### src/rtl/fsm_sequencer_mc.sv
// Multi-cycle FETCH/DECODE/EXEC/WB sequencer for MINI_CPU. It owns the program
// counter and the retired-instruction counter, and drives the one-hot stage enables.
module fsm_sequencer_mc #(
  parameter int unsigned PC_W        = 8,
  parameter int unsigned PC_STEP     = 1,
  parameter int unsigned RESET_PC    = 0,
  parameter int unsigned EXEC_CYCLES = 1,
  parameter int unsigned CNT_W       = 16
) (
  input  logic             clk,
  input  logic             reset,
  input  logic             mem_ready,
  input  logic             branch_taken,
  input  logic [PC_W-1:0]  branch_target,
  input  logic             halt_req,
  input  logic             resume,
  output logic [PC_W-1:0]  pc,
  output logic             fetch_en,
  output logic             decode_en,
  output logic             exec_en,
  output logic             wb_en,
  output logic [2:0]       state,
  output logic             halted,
  output logic [CNT_W-1:0] retired
);

  localparam logic [2:0] S_FETCH  = 3'd0;
  localparam logic [2:0] S_DECODE = 3'd1;
  localparam logic [2:0] S_EXEC   = 3'd2;
  localparam logic [2:0] S_WB     = 3'd3;
  localparam logic [2:0] S_HALT   = 3'd4;

  localparam logic [3:0] EXEC_LAST = 4'(EXEC_CYCLES - 1);

  logic [2:0]       state_q;
  logic [PC_W-1:0]  pc_q;
  logic [PC_W-1:0]  tgt_q;
  logic [CNT_W-1:0] retired_q;
  logic [3:0]       exec_cnt;
  logic             br_q;
  logic             halt_pend;

  always_ff @(posedge clk or posedge reset) begin
    if (reset) begin
      state_q   <= S_FETCH;
      pc_q      <= PC_W'(RESET_PC);
      tgt_q     <= '0;
      retired_q <= '0;
      exec_cnt  <= '0;
      br_q      <= 1'b0;
      halt_pend <= 1'b0;
    end else begin
      // A request is remembered in every non-HALT state; the clear below for
      // HALT entry is placed after it so the clear takes priority.
      if (state_q != S_HALT && halt_req)
        halt_pend <= 1'b1;

      case (state_q)
        S_FETCH: begin
          if (mem_ready)
            state_q <= S_DECODE;
        end
        S_DECODE: begin
          exec_cnt <= '0;
          state_q  <= S_EXEC;
        end
        S_EXEC: begin
          if (exec_cnt == EXEC_LAST) begin
            br_q     <= branch_taken;
            tgt_q    <= branch_target;
            exec_cnt <= '0;
            state_q  <= S_WB;
          end else begin
            exec_cnt <= exec_cnt + 4'd1;
          end
        end
        S_WB: begin
          retired_q <= retired_q + CNT_W'(1);
          pc_q      <= br_q ? tgt_q : pc_q + PC_W'(PC_STEP);
          if (halt_pend || halt_req) begin
            state_q   <= S_HALT;
            halt_pend <= 1'b0;
          end else begin
            state_q <= S_FETCH;
          end
        end
        S_HALT: begin
          if (resume)
            state_q <= S_FETCH;
        end
        default: state_q <= S_FETCH;
      endcase
    end
  end

  always_comb begin
    state     = state_q;
    pc        = pc_q;
    retired   = retired_q;
    fetch_en  = (state_q == S_FETCH);
    decode_en = (state_q == S_DECODE);
    exec_en   = (state_q == S_EXEC);
    wb_en     = (state_q == S_WB);
    halted    = (state_q == S_HALT);
  end

endmodule

### config.mk
export PLATFORM = sky130hd
export DESIGN_NAME = fsm_sequencer_mc
export DESIGN_NICKNAME = d
export VERILOG_FILES = /design/src/rtl/fsm_sequencer_mc.sv
export SDC_FILE = /design/constraint.sdc
export NUM_CORES = 1
export LEC_CHECK = 0
export CAP_MARGIN = 20
export CORE_ASPECT_RATIO = 1.5
export CORE_UTILIZATION = 44
export CTS_CLUSTER_SIZE = 40
export DETAILED_ROUTE_END_ITERATION = 8
export GPL_TIMING_DRIVEN = 0
export HOLD_SLACK_MARGIN = 0.12
export PLACE_DENSITY = 0.75
export SLEW_MARGIN = 40
export SYNTH_ARGS = -nofsm -noshare
export SYNTH_HDL_FRONTEND = slang
export SYNTH_SLANG_ARGS = --single-unit
### constraint.sdc
create_clock -name clk -period 1.35 [get_ports clk]
set_input_delay 0.27 -clock clk [delete_from_list [all_inputs] [get_ports clk]]
set_output_delay 0.27 -clock clk [all_outputs]
set_load 0.01 [all_outputs]
==> key figures, run 1 <==
Worst setup path
  – WP data arrival: 1.35 ns
  – Critical Path RT: 1.08 ns
  – Worst r2r src: state[1]
  – Critical path peak fanout: 4
  – Crit. End Element: output pin
  – Crit Path Class: reg2out
  – Critical Path Max Stage Delay: 0.40 ns
  – Critical Path Source Type: register
  – Worst path slowest cell: or3b_4
  – Reg2reg end: tgt_q[3]
  – CP cell instances: buf_6 > or3b_4 > clkinv_4 > buf_6
  – Reg2reg setup slack: -0.26 ns
  – Crit path top cell by count: buf_6
  – Worst r2r path cells: 6

Logic synthesis
  – Post-Syn Area: 1960 sq um
  – Adder-Cell Fraction of Synth Area: 2.56%
  – Register area share after synthesis: 52.4%
  – XOR/XNOR Fraction of Synth Area: 6.71%
  – Post-synth top area cell: dfrtp_1
  – Synth Warn #: 0
  – Mapped Cells: 174
  – Area contributors post-synth: dfrtp_1 (52%), mux2_4 (6.9%), xnor2_1 (4.5%), nand2_1 (3.1%), nand4_1 (2.9%)
  – Post-synthesis simple-gate area fraction: 19.2%
  – Largest family of logic cells by synthesized area: simple AND/OR/NAND/NOR gates
  – Synth unique cells: 34
  – Post-synthesis mux area share: 9.01%
  – Share of the synthesized area in the top cell type: 52.4%
  – Mapped Nets: 192
  – Avg Inst Size Synth: 11.3 sq um
  – Seq cells post-synth: 41
  – Compound-Gate Fraction of Synth Area: 7.09%

Global route
  – Largest net degree at the start of global routing: 42
  – Total GRT Usage: 20.4%
  – Vias in the first global route: 1589
  – Initial antenna violation count: 0
  – First-pass GRT wire length: 7.40 mm
  – Overflow after GRT: 0

Detailed routing
  – Routed vias/inst: 5.29
  – Routed wire length: 4.64 mm
  – DR iter-0 viols: 35
  – Wire per inst: 14.8 um
  – DRT Pass-1 Iters: 4
  – Antenna viol nets, final: 0
  – # DRC: 0
  – Vias post-DR: 1655

Placement
  – Port bufs: 45
  – RD Place Congestion: 0.729
  – HPWL Detailed: 2.71 mm
  – Place WS: -0.568 ns

Cells and area
  – Layout Nets: 284
  – Area grow syn2layout: 54.2%
  – Share of cells above drive strength 1: 40.1%
  – Most frequent cells in the layout: dfrtp_1 (34), buf_4 (30), dlygate4sd2_1 (23), nand2_1 (15), clkdlybuf4s50_1 (13)
  – Antenna diodes: 0
  – Most common cell after layout, fill and taps aside: dfrtp_1
  – FILL cells: 314

STA
  – Clock Skews: 0.00652 ns
  – Worst-Margin Slew: 0.502 ns
  – Relative slew slack: 66.5%
  – Unrepaired setup endpoints after global routing: true
  – Period minus WS final: 1.62 ns
  – Max Transition Viols Final: 0
  – Final WS setup: -0.268 ns
  – Post-Route Setup TNS: -4.47 ns
  – Period utilization: 120%
  – Maximum clock rate: 0.618 GHz
  – Final hold viol count: 0
  – Setup Viol. Count Final: 26

Power
  – Sw Ratio: 35.4%
  – Max VDD drop: 0.00146 V
  – Clk pwr share: 14.4%
  – NetSw: 0.00199 W
  – LEAKAGE: 1.53 nW
  – Cell Pwr Density: 1860 nW/um^2
  – Comb power frac: 51.2%
  – Power consumption: 0.00563 W
  – Part of the power in registers: 34.3%
  – P_int: 0.00363 W

Clock network
  – H-tree Lvls: 2
  – TritonCTS Buffers: 5
  – CTS Buffer Depth: 2
  – Clock sink total: 41
  – CTS root buffer: clkbuf_8
  – Worst skew pair latency: 0.29 ns
  – Clk slew on worst S/H paths: 0.08 ns
  – CTS tree: built

Floorplanning
  – Initial core utilization: 46.1%
  – Std-Cell Core Area: 4250 sq um
  – Die W: 56.5 um
  – Site Rows: 29
  – Die height: 83.7 um
  – Top Ports: 46
  – Die area: 4730 sq um

Status
  – Status: finished, violations left
  – Failing checks: setup timing

Run
  – Max-capacitance violation count: 0

Min path
  – Hold Path Class: in2async
==> how the worst max path moves through the flow <==
stage / start / to / slack, ns / cells after the start
final: state[1] / exec_en / -0.27 / 4
after global routing: state[1] / exec_en / -0.30 / 4
after CTS: state[1] / exec_en / -0.27 / 4
after detailed placement: state[2] / wb_en / -0.57 / 4
after global placement: reset / state[0] / -0.86 / 2
after floorplan: state[1] / br_q / -0.21 / 5
==> state kept, by name (all words and copies together), names as in the netlist <==
signal and cells:
tgt_q 8, halt_pend 1, pc 8, state 3
br_q 1, exec_cnt 4, retired 16
==> through the flow <==
| stage | area (sq um) | util [%] | hold WS, ns | cells |
|---|---|---|---|---|
| 2_1_floorplan | 1970 | - | 0.375 | 174 |
| 3_3_place_gp | 2480 | 58.4 | 0.459 | 265 |
| 3_5_place_dp | 2480 | 58.5 | 0.467 | 265 |
| 4_1_cts | 2890 | 68.0 | 0.384 | 306 |
| 5_1_grt | 3020 | 71.1 | 0.409 | 313 |
| 6_report | 3020 | 71.1 | 0.362 | 313 |
==> cells in the mapped netlist <==
| master | n |
|---|---|
| a21oi_1 | 5 |
| or2_2 | 1 |
| nor3_1 | 3 |
| mux2i_1 | 3 |
| nor4_1 | 1 |
| buf_6 | 1 |
| o21ai_0 | 11 |
| nand4b_1 | 1 |
| nand4_1 | 9 |
| inv_1 | 7 |
| clkbuf_1 | 1 |
| buf_2 | 1 |
| mux2_4 | 9 |
| and4_1 | 2 |
| nor3b_1 | 2 |
| o22ai_1 | 6 |
| nand2_8 | 1 |
| nand2_1 | 16 |
| and3_1 | 3 |
| a31oi_1 | 2 |
| nor3b_4 | 1 |
| nand3_1 | 6 |
| a221oi_1 | 1 |
| or3b_4 | 1 |
| nand3b_4 | 1 |
| xnor2_1 | 10 |
| inv_6 | 1 |
| inv_2 | 1 |
| nor3_4 | 1 |
| ha_1 | 4 |
| xor2_1 | 5 |
| mux2_2 | 1 |
| nor2_1 | 15 |
| dfrtp_1 | 41 |
==> kinds of logic (layout without fill, tap and decap cells) <==
family | count (synthesis) | count (layout)
simple gates | 64 | 65
flops | 41 | 41
compound gates | 25 | 25
xor+xnor | 15 | 15
mux | 13 | 13
buf+inv | 12 | 104
fa+ha+maj | 4 | 4
==> worst max-delay path: cells and delay by family (launching register included) <==
kind	cells	cell delay [ns]
buffers and inverters	3	0.29
and+or+nand+nor	1	0.40
DFF	1	0.37
==> area by class of cell <==
class | count | area (sq um) | share of cell area (%)
flip-flops and latches | 41 | 1030 | 34.3
multi-input cells | 122 | 1000 | 33.3
repair buffers | 85 | 759 | 25.2
clock buffers | 8 | 90.1 | 2.98
well taps | 46 | 57.6 | 1.91
inverters | 9 | 46.3 | 1.53
plain buffers | 2 | 26.3 | 0.870
==> routing by layer <==
layer | global-route usage (%) | part of all wire, %
met3 | 4.19 | 2.6
met2 | 35.9 | 56
met4 | 9.31 | 2.1
met1 | 23.0 | 39
met5 | 0 | 0
==> power groups by stage <==
stage                     Clock, W  Sequential, W  Combinational (W)
after floorplan                  0        0.00195            0.00124
after global placement           0        0.00195            0.00200
after detailed placement         0        0.00197            0.00204
after CTS                 0.000833        0.00186            0.00266
after global routing      0.000898        0.00197            0.00310
final                     0.000812        0.00193            0.00288
==> timing repair <==
item	4_1_cts	5_1_grt
setup endpoints to repair	62	40
gates cloned	1	0
hold buffers	0	0
endpoints found under the hold margin	0	0
buffers inserted	32	8
pin swaps	12	19
resized for setup	81	24
No activity file was read; power rests on OpenSTA's default activity.
==> run 2: changes to the inputs <==
CAP_MARGIN = unset   (was 20)
MAX_ROUTING_LAYER = met4   (was unset)
==> key figures, run 2 (synthesis gave the netlist of run 1 again) <==
Placement
  – Inst Count DP: 265
  – RD Place Congestion: 0.738
  – Place WS: -0.568 ns
  – Port bufs: 45
  – HPWL Detailed: 2.71 mm

STA
  – Final hold viol count: 0
  – Maximum clock rate: 0.620 GHz
  – Unrepaired setup endpoints after global routing: true
  – Period utilization: 119%
  – Clock Skews: 0.00598 ns
  – Setup Viol. Count Final: 26
  – Final WS setup: -0.263 ns
  – Relative slew slack: 66.8%
  – Period minus WS final: 1.61 ns
  – Worst-Margin Slew: 0.497 ns
  – Final hold slack: 0.363 ns
  – Max Transition Viols Final: 0

Worst setup path
  – Top delay family on crit path: simple AND/OR/NAND/NOR gates
  – Crit Path Class: reg2out
  – CP cell instances: buf_6 > or3b_4 > clkinv_4 > buf_6
  – Crit path top cell by count: buf_6
  – Critical Path Max Stage Delay: 0.40 ns
  – Critical Path RT: 1.08 ns
  – WP data arrival: 1.34 ns
  – Worst path slowest cell: or3b_4
  – CP bufs+invs: 3
  – Critical Path Source Type: register
  – Critical path peak fanout: 4
  – Crit. End Element: output pin

Clock network
  – Worst skew pair latency: 0.29 ns
  – CTS root buffer: clkbuf_8
  – CTS tree: built
  – Clk slew on worst S/H paths: 0.07 ns
  – Clock sink total: 41
  – TritonCTS Buffers: 5
  – H-tree Lvls: 2
  – CTS Buffer Depth: 2
  – Cts hold-fix bufs: 0

Floorplanning
  – Std-Cell Core Area: 4250 sq um
  – Die height: 83.7 um
  – Initial core utilization: 46.1%
  – Site Rows: 29
  – Die W: 56.5 um
  – Die area: 4730 sq um
  – Top Ports: 46

Power
  – Comb power frac: 51.2%
  – LEAKAGE: 1.53 nW
  – Cell Pwr Density: 1860 nW/um^2
  – Clk pwr share: 14.4%
  – P_int: 0.00363 W
  – Part of the power in registers: 34.3%
  – Sw Ratio: 35.4%
  – NetSw: 0.00199 W
  – Max VDD drop: 0.00146 V

Global route
  – Overflow after GRT: 0
  – Vias in the first global route: 1594
  – Largest net degree at the start of global routing: 42
  – Initial antenna violation count: 0
  – Total GRT Usage: 20.9%
  – First-pass GRT wire length: 7.39 mm

Min path
  – Hold Path Class: in2async

Cells and area
  – Antenna diodes: 0
  – Share of cells above drive strength 1: 40.1%
  – Layout Nets: 284
  – Layout Cells excl Fill: 313
  – Most common cell after layout, fill and taps aside: dfrtp_1
  – Most frequent cells in the layout: dfrtp_1 (34), buf_4 (30), dlygate4sd2_1 (23), nand2_1 (15), clkdlybuf4s50_1 (13)
  – Area grow syn2layout: 54.2%
  – FILL cells: 315
  – Max FFs per register: 16

Detailed routing
  – Routed vias/inst: 5.31
  – Antenna viol nets, final: 0
  – Routed wire length: 4.61 mm
  – DR iter-0 viols: 44
  – DRT Pass-1 Iters: 4
  – Vias post-DR: 1661
  – Wire per inst: 14.7 um
  – # DRC: 0

Run
  – Max-capacitance violation count: 0

Status
  – Status: finished, violations left
  – Failing checks: setup timing
## run 2: cell counts in the layout (fill, tap and decap cells not counted)
No cell type changed its count.
## run 2: layout make-up
cell class	count	area, sq um	share of cell area (%)
Sequential cell	41	1030	34.3
Multi-Input combinational cell	122	1000	33.3
Timing Repair Buffer	85	759	25.2
Clock buffer	8	90.1	2.98
Tap cell	46	57.6	1.91
Inverter	9	46.3	1.53
Buffer	2	26.3	0.870
## run 2: layer usage
layer | vias to the layer above | part of all wire (%) | track usage [%]
met5 | - | 0 | -
met4 | 0 | 2.1 | 9.31
met3 | 7 | 2.6 | 4.19
met2 | 31 | 57 | 35.9
met1 | 821 | 39 | 23.0
li1 | 802 | - | -
## run 2: final timing paths
kind / from / to / slack, ns / cells after the start
setup / recovery: state[1] / exec_en / -0.26 / 4
hold / removal: reset / retired[10] / 0.36 / 2
setup reg to reg: state[1] / tgt_q[3] / -0.26 / 6
hold reg to reg: retired[15] / retired[15] / 0.47 / 1
max in group asynchronous: reset / state[0] / 0.61 / 2
min in group clk: retired[15] / retired[15] / 0.47 / 1
## run 2: timing repair
item | 4_1_cts | 5_1_grt
pin swaps | 12 | 19
gates resized for setup | 81 | 24
endpoints found under the setup margin | 62 | 40
gates cloned | 1 | 0
setup buffers | 32 | 8
## run 2: power groups by stage
stage	combinational, W	sequential, W	clock [W]
floorplan	0.00124	0.00195	0
global placement	0.00200	0.00195	0
detailed placement	0.00204	0.00197	0
CTS	0.00266	0.00186	0.000833
global route	0.00310	0.00197	0.000896
finish	0.00288	0.00193	0.000813
## run 2: worst reg2reg max path: stages (launching register included)
cell,delay [ns]
dfrtp_1,0.37
buf_6,0.13
or3b_4,0.40
clkinv_4,0.07
buf_6,0.14
nand2_4,0.09
mux2_4,0.30
## run 2: per-stage QoR
stage | setup TNS [ns] | utilization, % | total power, W | area [sq um]
4_1_cts | -4.74 | 68.0 | 0.00536 | 2890
6_report | -4.41 | 71.1 | 0.00562 | 3020
2_1_floorplan | -2.30 | - | 0.00320 | 1970
3_5_place_dp | -4.89 | 58.5 | 0.00401 | 2480
3_3_place_gp | -34.88 | 58.4 | 0.00395 | 2480
5_1_grt | -6.03 | 71.1 | 0.00596 | 3020
